**src/rtl/ps2_pkg.sv**
```systemverilog
// Shared types and width helpers for the PS/2 message framer.
package ps2_pkg;

  typedef enum logic [1:0] {
    SEEK    = 2'd0,
    COLLECT = 2'd1,
    DONE    = 2'd2
  } state_e;

  // Byte index must be able to count up to and including MSG_BYTES.
  function automatic int unsigned idx_width(input int unsigned msg_bytes);
    return $clog2(msg_bytes + 1);
  endfunction

endpackage

```
**src/rtl/ps2_idle_timer.sv**
```systemverilog
// Idle-cycle counter: counts enabled cycles and flags the cycle on which the
// count would reach TIMEOUT_CYC; restarts from zero on clear or expiry.
module ps2_idle_timer #(
  parameter int unsigned TIMEOUT_CYC = 4
) (
  input  logic clk,
  input  logic reset,
  input  logic clear,
  input  logic enable,
  output logic expire
);

  localparam int unsigned CNT_W = (TIMEOUT_CYC < 2) ? 1 : $clog2(TIMEOUT_CYC + 1);
  localparam logic [CNT_W-1:0] LAST = CNT_W'(TIMEOUT_CYC - 1);

  logic [CNT_W-1:0] cnt_q, cnt_d;

  assign expire = enable && (cnt_q == LAST);

  always_comb begin
    cnt_d = cnt_q;
    if (clear || expire) begin
      cnt_d = '0;
    end else if (enable) begin
      cnt_d = cnt_q + CNT_W'(1);
    end
  end

  always_ff @(posedge clk) begin
    if (reset) begin
      cnt_q <= '0;
    end else begin
      cnt_q <= cnt_d;
    end
  end

endmodule

```
**src/rtl/ps2_msg_framer.sv**
```systemverilog
// Frames a valid-qualified byte stream into MSG_BYTES-byte messages, using a
// sync bit in the first byte; optional inter-byte timeout and discard counter.
module ps2_msg_framer
  import ps2_pkg::*;
#(
  parameter int unsigned DATA_W      = 8,
  parameter int unsigned MSG_BYTES   = 3,
  parameter int unsigned SYNC_BIT    = 3,
  parameter int unsigned TIMEOUT_CYC = 0,
  parameter int unsigned CNT_W       = 16
) (
  input  logic                        clk,
  input  logic                        reset,
  input  logic                        in_valid,
  input  logic [DATA_W-1:0]           in_data,
  output logic                        done,
  output logic [MSG_BYTES*DATA_W-1:0] msg_out,
  output logic                        timeout_err,
  output logic [CNT_W-1:0]            discard_cnt
);

  // Handshake: in_valid qualifies in_data for exactly one cycle; there is no
  // ready, so every valid byte is consumed in the cycle it is presented.

  localparam int unsigned MSG_W = MSG_BYTES * DATA_W;
  localparam int unsigned IDX_W = idx_width(MSG_BYTES);
  localparam logic [IDX_W-1:0] LAST_IDX = IDX_W'(MSG_BYTES - 1);

  state_e             state_q, state_d;
  logic [IDX_W-1:0]   idx_q, idx_d;
  logic [MSG_W-1:0]   shift_q, shift_d;
  logic [MSG_W-1:0]   msg_q, msg_d;
  logic               done_q, done_d;
  logic               timeout_err_q, timeout_err_d;
  logic [CNT_W-1:0]   discard_q, discard_d;
  logic [MSG_W-1:0]   shifted;
  logic               timer_expire;

  assign shifted = {shift_q[MSG_W-DATA_W-1:0], in_data};

  generate
    if (TIMEOUT_CYC > 0) begin : g_timer
      ps2_idle_timer #(
        .TIMEOUT_CYC(TIMEOUT_CYC)
      ) u_idle_timer (
        .clk   (clk),
        .reset (reset),
        .clear ((state_q != COLLECT) || in_valid),
        .enable((state_q == COLLECT) && !in_valid),
        .expire(timer_expire)
      );
    end else begin : g_no_timer
      assign timer_expire = 1'b0;
    end
  endgenerate

  always_comb begin
    state_d       = state_q;
    idx_d         = idx_q;
    shift_d       = shift_q;
    msg_d         = msg_q;
    done_d        = 1'b0;
    timeout_err_d = 1'b0;
    discard_d     = discard_q;
    case (state_q)
      COLLECT: begin
        if (in_valid) begin
          shift_d = shifted;
          if (idx_q == LAST_IDX) begin
            msg_d   = shifted;
            done_d  = 1'b1;
            idx_d   = '0;
            state_d = DONE;
          end else begin
            idx_d = idx_q + IDX_W'(1);
          end
        end else if (timer_expire) begin
          shift_d       = '0;
          idx_d         = '0;
          timeout_err_d = 1'b1;
          state_d       = SEEK;
        end
      end
      // DONE behaves like SEEK so a new message can start with no lost cycle.
      default: begin
        state_d = SEEK;
        if (in_valid) begin
          if (in_data[SYNC_BIT]) begin
            shift_d = MSG_W'(in_data);
            idx_d   = IDX_W'(1);
            state_d = COLLECT;
          end else if (discard_q != '1) begin
            discard_d = discard_q + CNT_W'(1);
          end
        end
      end
    endcase
  end

  always_ff @(posedge clk) begin
    if (reset) begin
      state_q       <= SEEK;
      idx_q         <= '0;
      shift_q       <= '0;
      msg_q         <= '0;
      done_q        <= 1'b0;
      timeout_err_q <= 1'b0;
      discard_q     <= '0;
    end else begin
      state_q       <= state_d;
      idx_q         <= idx_d;
      shift_q       <= shift_d;
      msg_q         <= msg_d;
      done_q        <= done_d;
      timeout_err_q <= timeout_err_d;
      discard_q     <= discard_d;
    end
  end

  assign done        = done_q;
  assign msg_out     = msg_q;
  assign timeout_err = timeout_err_q;
  assign discard_cnt = discard_q;

endmodule

```
**config.mk**
```make
export PLATFORM = sky130hd
export DESIGN_NAME = ps2_msg_framer
export DESIGN_NICKNAME = d
export VERILOG_FILES = /design/src/rtl/ps2_pkg.sv /design/src/rtl/ps2_idle_timer.sv /design/src/rtl/ps2_msg_framer.sv
export SDC_FILE = /design/constraint.sdc
export NUM_CORES = 1
export LEC_CHECK = 0
export ABC_AREA = 1
export BUFFER_PORTS_ARGS = -buffer_cell sky130_fd_sc_hd__buf_4
export CAP_MARGIN = 10
export CORE_MARGIN = 2
export CORE_UTILIZATION = 48
export CTS_CLUSTER_SIZE = 20
export DETAILED_ROUTE_END_ITERATION = 7
export PLACE_DENSITY = 0.74
export SETUP_SLACK_MARGIN = 0.1
export SYNTH_ARGS = -nofsm -noshare
export SYNTH_HDL_FRONTEND = slang
export SYNTH_HIERARCHICAL = 1
export SYNTH_SLANG_ARGS = --single-unit
```
**constraint.sdc**
```tcl
create_clock -name clk -period 1.7 [get_ports clk]
set_clock_uncertainty 0.2 [all_clocks]
set_input_delay 0.425 -clock clk [delete_from_list [all_inputs] [get_ports clk]]
set_output_delay 0.425 -clock clk [all_outputs]
set_load 0.005 [all_outputs]
```
==> results of run 1 <==
-- state kept, by name, summed over array words and instances (netlist names) --
signal	flops
state_q	2
discard_cnt	16
shift_q	16
idx_q	2
msg_out	24
done	1
-- per-layer routing --
metal / global-route usage [%] / vias to the layer above / part of all wire [%]
met3: 6.000 / 15 / 4.5
li1: - / 1266 / -
met5: 0 / - / 0
met4: 6.364 / 0 / 2.3
met1: 24.57 / 1137 / 42
met2: 38.33 / 74 / 51
-- worst max-delay path by stage --
stage	from	to	slack, ns	cells after the start
5_1_grt	discard_cnt[1]	discard_cnt[5]	-0.01	7
4_1_cts	discard_cnt[1]	discard_cnt[13]	0.1	9
6_report	discard_cnt[0]	discard_cnt[12]	0.05	10
3_5_place_dp	in_data[3]	shift_q[5]	0.06	7
2_1_floorplan	discard_cnt[0]	discard_cnt[12]	0.11	10
3_3_place_gp	discard_cnt[1]	discard_cnt[1]	0.10	10
-- cell usage after synthesis --
cell type / number / area, um2
sky130_fd_sc_hd__buf_6: 2 / 22.52
sky130_fd_sc_hd__dfxtp_1: 61 / 1221
sky130_fd_sc_hd__nand2_1: 94 / 352.8
sky130_fd_sc_hd__o21ai_0: 16 / 80.08
sky130_fd_sc_hd__buf_1: 3 / 11.26
sky130_fd_sc_hd__xor2_1: 2 / 17.52
sky130_fd_sc_hd__clkinv_4: 1 / 8.760
sky130_fd_sc_hd__nand2_2: 1 / 6.260
sky130_fd_sc_hd__or2_1: 1 / 6.260
sky130_fd_sc_hd__clkbuf_1: 6 / 22.52
sky130_fd_sc_hd__nand3_1: 54 / 270.3
sky130_fd_sc_hd__buf_4: 2 / 15.01
sky130_fd_sc_hd__nor2_1: 40 / 150.1
sky130_fd_sc_hd__clkinv_2: 1 / 5.000
sky130_fd_sc_hd__nand4_4: 1 / 21.27
sky130_fd_sc_hd__nand4_1: 1 / 6.260
sky130_fd_sc_hd__conb_1: 1 / 3.750
sky130_fd_sc_hd__inv_2: 1 / 3.750
sky130_fd_sc_hd__nor2_2: 1 / 6.260
sky130_fd_sc_hd__inv_1: 34 / 127.6
sky130_fd_sc_hd__nor3_1: 2 / 10.01
sky130_fd_sc_hd__buf_2: 3 / 15.01
sky130_fd_sc_hd__ha_1: 1 / 12.51
sky130_fd_sc_hd__a211oi_1: 2 / 15.01
sky130_fd_sc_hd__a21oi_1: 27 / 135.1
-- kinds of logic after synthesis --
family / Yosys count
and+or+nand+nor: 195
xor gates and xnor gates: 2
buffers and inverters: 53
DFF: 61
adders and majority gates: 1
AOI/OAI and AO/OA: 45
other: 1
-- area by class of cell --
type	instances	area share, %
Sequential cell	61	35.98
Multi-Input combinational cell	244	35.10
Timing Repair Buffer	69	17.17
Clock buffer	15	4.838
Inverter	37	4.220
Tap cell	70	2.546
Clock inverter	1	0.1455
-- critical path, stage by stage, from the launching register on --
cell and delay, ns:
sky130_fd_sc_hd__dfxtp_2 0.33, sky130_fd_sc_hd__ha_4 0.17, sky130_fd_sc_hd__nand2_4 0.07, sky130_fd_sc_hd__nor2_4 0.04, sky130_fd_sc_hd__nand2_2 0.12, sky130_fd_sc_hd__nor2_4 0.06, sky130_fd_sc_hd__nor2_4 0.19, sky130_fd_sc_hd__clkbuf_16 0.20
sky130_fd_sc_hd__nand3_1 0.06, sky130_fd_sc_hd__nand2_1 0.06, sky130_fd_sc_hd__nor2_1 0.03
-- power by group through the flow --
stage / registers (mW) / clock network (mW) / logic [mW]
after global placement: 1.51 / 0 / 0.210
after floorplan: 1.51 / 0 / 0.118
final: 1.48 / 1.14 / 0.237
after global routing: 1.48 / 1.22 / 0.259
after CTS: 1.48 / 1.15 / 0.218
after detailed placement: 1.51 / 0 / 0.215
-- what timing repair did --
action                     4_1_cts  5_1_grt
cloned                           0        2
resized for setup                2       34
setup buffers                    0        1
setup endpoints to repair        9       19
pin swaps                        1       10
==> flow_metrics.tcl, run 1 <==
set metrics [dict create \
    yosys-mux-area-fraction_pct 0 \
    ctsHoldBuffers 0 \
    drive_gt1_share_pct 27.87 \
    dieArea_um2 5903 \
    switchingPower_mw 0.6822 \
    finalMaxSlewViolations 0 \
    worstHoldPathType "in2reg" \
    cts_num_sinks 61 \
    drt.antenna.violating_nets 0 \
    drv_cap 0 \
    drcViolationCount 0 \
    p_seq_share_pct 51.9 \
    wire_length_per_cell_after_detailed_routing_um 12.65 \
    tritoncts "yes" \
    final.fill_count 435 \
    end_kind "flip-flop" \
    clock_tree_buffer_depth 2 \
    timing.setup.critical_path_class "reg2reg" \
    placement_rows 26 \
    finalPower_mw 2.853 \
    fin_worst_hold_slack_ns 0.08378 \
    run_status "completed" \
    clk_pin_slew_ns 0.07 \
    endpoint_of_the_worst_hold_path "msg_out[5]" \
    power.leakage_nw 1.571 \
    min_path_cells 3 \
    cts-root-buf "sky130_fd_sc_hd__clkbuf_8" \
    syn-cell-area_um2 2546 \
    net_count_after_synthesis 370 \
    synthXorXnorAreaFrac_pct 0.6880 \
    achievable-frequency_mhz 605.6 \
    setup_repair_after_global_routing_missed_its_margin "yes" \
    post_synth_inst_count 358 \
    regArea_um2 1237 \
    post_synth_fa_ha_maj_area_fraction_pct 0.4914 \
    largest_family_of_logic_cells_by_synthesized_area "simple AND/OR/NAND/NOR gates" \
    detailed_place_hpwl_um 4151 \
    peakVddDrop_uv 672.4 \
    num_antenna_cells 0 \
    finish.net_count 434 \
    critPathMaxFanout 9 \
    layout.cells.non_filler 497 \
    final_cell_mix "89 x sky130_fd_sc_hd__nand2_1, 64 x sky130_fd_sc_hd__buf_4, 50 x sky130_fd_sc_hd__dfxtp_1" \
    grt_antenna_before_repair 0 \
    mean_instance_size_in_the_synthesized_netlist_um2 7.112 \
    synthesis.yosys.warnings 6 \
    hp-start "in_data[5]" \
    fp.coreArea_um2 5107 \
    globalplace.congestion 0.8836 \
    synth-compound-area-share_pct 9.042 \
    detail_route.first_pass.iterations 5 \
    cellPowerDensity_nw_per_um2 829.6 \
    r2r_slack_ns 0.05 \
    power.share.combinational_pct 8.3 \
    pin_count 53 \
    global_route_wire_length_before_repair_um 10150 \
    globalRoute.totalOverflow 0 \
    internal-power_mw 2.171 \
    kind_of_start_point_of_the_critical_path "flip-flop" \
    finalCoreUtilization_pct 67.34 \
    critPathRequiredTime_ns 1.73 \
    route.detailed.vias_per_inst 5.014 \
    timing.setup.tns_ns 0 \
    track_usage_pct 21.37 \
    portBuffers 51 \
    grt_max_degree 29 \
    area_growth_pct 35.09 \
    fin_crit_ns 1.651 \
    placement.setup.worst_slack_ns 0.05651 \
    ys_types 25 \
    routed-via-count 2492 \
    postSynthRegisterBits 61 \
    placed_cells_incl_taps 478 \
    r2r-end "discard_cnt[12]" \
    fp.dieW_um 76.83 \
    setup_viol 0 \
    htree_num_levels 3 \
    drt_iter0_drc 153 \
    clock_latency_ns 0.33 \
    power.share.switching_pct 23.91 \
    hold_viol 0 \
    die_height_um 76.83 \
    clockPowerShare_pct 39.8 \
    finish.instance_area_um2 3440 \
    ys_seq_area_share_pct 47.96 \
    initial_utilization_pct 49.85 \
    detailed_place.area_um2 3100 \
    cts_buffers 9 \
    finalWirelength_um 6289 \
    multiInputGateArea_um2 1207 \
    min_period_over_period_pct 97.13 \
    final_common_cell "sky130_fd_sc_hd__nand2_1" \
    r2r_start "discard_cnt[0]" \
    synth_simple_gate_area_share_pct 32.58 \
    number_of_global_route_vias_before_repair 2242 \
    worst_r2r_path_depth 10 \
    worst_slack_ns 0.04885 \
    worst_ep_arrival_time_ns 1.68 \
]
Note: power is estimated with default switching activity, not from simulation.
==> run 2, diff against run 1 <==
CORE_ASPECT_RATIO = 1.25   (was not set)
CORE_UTILIZATION = 53   (was 48)
PLACE_DENSITY = 0.78   (was 0.74)
clock period = 1.9 ns   (was 1.7 ns; I/O delays follow)
==> run 2 against run 1 <==
Compared with the run above:
- sequential cell count stayed put
- routed wire length is 2.6% lower
- cell count decreased by 4.0%
- register-to-register slack improved by 0.13 ns
- clock power hardly changed
- worst setup slack improved by 0.13 ns
- first-iteration DRC count rose by 56%
- non-clock buffer count decreased by 9
- sequential share of layout area grew 1.7 points
- total power shrank 6.2%
- global-route usage rose by 2.2 points
- core utilization rose by 1.8 points
- critical path type unchanged
- critical endpoint unchanged
==> flow_metrics.tcl, run 2 (synthesized netlist as in run 1, its figures left out) <==
set metrics [dict create \
    run_status "completed" \
    pin_count 53 \
    critPathMaxFanout 3 \
    min_period_over_period_pct 90.66 \
    finish.instance_area_um2 3247 \
    r2r_slack_ns 0.18 \
    drv_cap 0 \
    drt_iter0_drc 238 \
    hp-start "in_data[7]" \
    routed-via-count 2506 \
    area_growth_pct 27.52 \
    detailed_place_hpwl_um 4137 \
    worst_ep_arrival_time_ns 1.75 \
    grt_antenna_before_repair 0 \
    finalPower_mw 2.675 \
    cp-startpoint "discard_cnt[0]" \
    crit_path_max_incr_delay_ns 0.35 \
    min_path_cells 3 \
    timing.critical_path.slowest_stage_cell "sky130_fd_sc_hd__nor3_1" \
    placement_rows 28 \
    drcViolationCount 0 \
    end_kind "flip-flop" \
    cts_num_sinks 61 \
    finalCoreUtilization_pct 69.16 \
    r2r_start "discard_cnt[0]" \
    number_of_global_route_vias_before_repair 2214 \
    clock_tree_buffer_depth 2 \
    worst_r2r_path_depth 8 \
    fin_crit_ns 1.722 \
    die_height_um 81.50 \
    critical_path_buf_inv_count 0 \
    achievable-frequency_mhz 580.6 \
    cts-root-buf "sky130_fd_sc_hd__clkbuf_8" \
    worst_slack_ns 0.1776 \
    detail_route.first_pass.iterations 4 \
    kind_of_start_point_of_the_critical_path "flip-flop" \
    cellPowerDensity_nw_per_um2 823.9 \
    peakVddDrop_uv 579.6 \
    post-cts-setup-buffers 0 \
    num_antenna_cells 0 \
    globalRoute.totalOverflow 0 \
    finalWirelength_um 6127 \
    tritoncts "yes" \
    setup_viol 0 \
    hold_viol 0 \
    global_route_wire_length_before_repair_um 9625 \
    cp-endpoint "discard_cnt[12]" \
    finalMaxSlewViolations 0 \
    power.leakage_nw 1.496 \
    timing.setup.critical_path_class "reg2reg" \
    wire_length_per_cell_after_detailed_routing_um 12.84 \
    portBuffers 51 \
    dieArea_um2 5378 \
    cp_top_family "simple AND/OR/NAND/NOR gates" \
    initial_utilization_pct 54.24 \
    track_usage_pct 23.57 \
    placement.setup.worst_slack_ns -0.003844 \
    crit_path_cell_trace "ha_2 -> nand2_1 -> nor2_1 -> nand2_1 -> nor3_1 -> nand3_1 -> nand2_1 -> nor2_1" \
    critPathRequiredTime_ns 1.93 \
    drt.antenna.violating_nets 0 \
    fp.coreArea_um2 4695 \
    worstHoldPathType "in2reg" \
    largest_register_ffs 24 \
    cts_buffers 9 \
    ctsHoldBuffers 0 \
    final_cell_mix "93 x sky130_fd_sc_hd__nand2_1, 60 x sky130_fd_sc_hd__dfxtp_1, 59 x sky130_fd_sc_hd__buf_4" \
    drive_gt1_share_pct 20.62 \
    htree_num_levels 3 \
    detailed_place.area_um2 2998 \
    clock_latency_ns 0.34 \
    r2r-end "discard_cnt[12]" \
    final_common_cell "sky130_fd_sc_hd__nand2_1" \
    finish.net_count 426 \
    globalplace.congestion 0.8669 \
    setup_repair_after_global_routing_missed_its_margin "yes" \
    fp.dieW_um 66.00 \
    path_depth 8 \
    cp_common_cell "sky130_fd_sc_hd__nand2_1" \
    route.detailed.vias_per_inst 5.254 \
    clk_pin_slew_ns 0.06 \
    grt_max_degree 26 \
]
==> run 2: worst register-to-register path, delay by kind of cell, from the launching register on <==
kind	cells	cell delay, ns
adder cells (fa/ha/maj)	1	0.21
flip-flops	1	0.34
AND/OR/NAND/NOR	7	0.87
==> run 2: how the worst min path moves through the flow <==
| stage | endpoint | slack, ns |
|---|---|---|
| final | msg_out[7] | 0.13 |
| after global routing | msg_out[2] | 0.13 |
| after CTS | msg_out[7] | 0.12 |
| after detailed placement | msg_out[21] | 0.24 |
| after global placement | msg_out[19] | 0.24 |
| after floorplan | msg_out[16] | 0.22 |
==> run 2: power by group <==
part / total, mW / internal, mW / leakage, nW / switching [mW]
clock network: 1.17 / 0.699 / 0.102 / 0.467
registers: 1.33 / 1.31 / 0.495 / 0.0196
logic: 0.182 / 0.0689 / 0.900 / 0.113
total: 2.68 / 2.08 / 1.50 / 0.600
==> run 2: final cells by class <==
type	instances	area, um2
Fill cell	413	1448
Timing Repair Buffer	60	462.9
Sequential cell	61	1222
Inverter	37	145.1
Multi-Input combinational cell	245	1142
Clock inverter	1	30.03
Tap cell	60	75.07
Clock buffer	13	168.9
==> run 2: per-stage QoR <==
step / hold slack [ns] / cells / TNS [ns]
2_1_floorplan: 0.2191 / 358 / 0
3_3_place_gp: 0.2352 / 462 / 0
3_5_place_dp: 0.2360 / 462 / -0.003844
4_1_cts: 0.1201 / 476 / 0
5_1_grt: 0.1329 / 477 / 0
6_report: 0.1348 / 477 / 0
==> run 2: metal layers <==
layer	wire, um	track usage, %	share of wire, %
met5	0	0	0
met4	164	12.04	2.7
met1	2498	26.92	41
met2	3131	40.71	51
met3	333	5.890	5.4
==> run 2: repair_timing <==
action                                  CTS  global route
gates resized for setup                   2             9
endpoints found under the setup margin   14            31
pin swaps                                 0             1
cloned                                    0             1
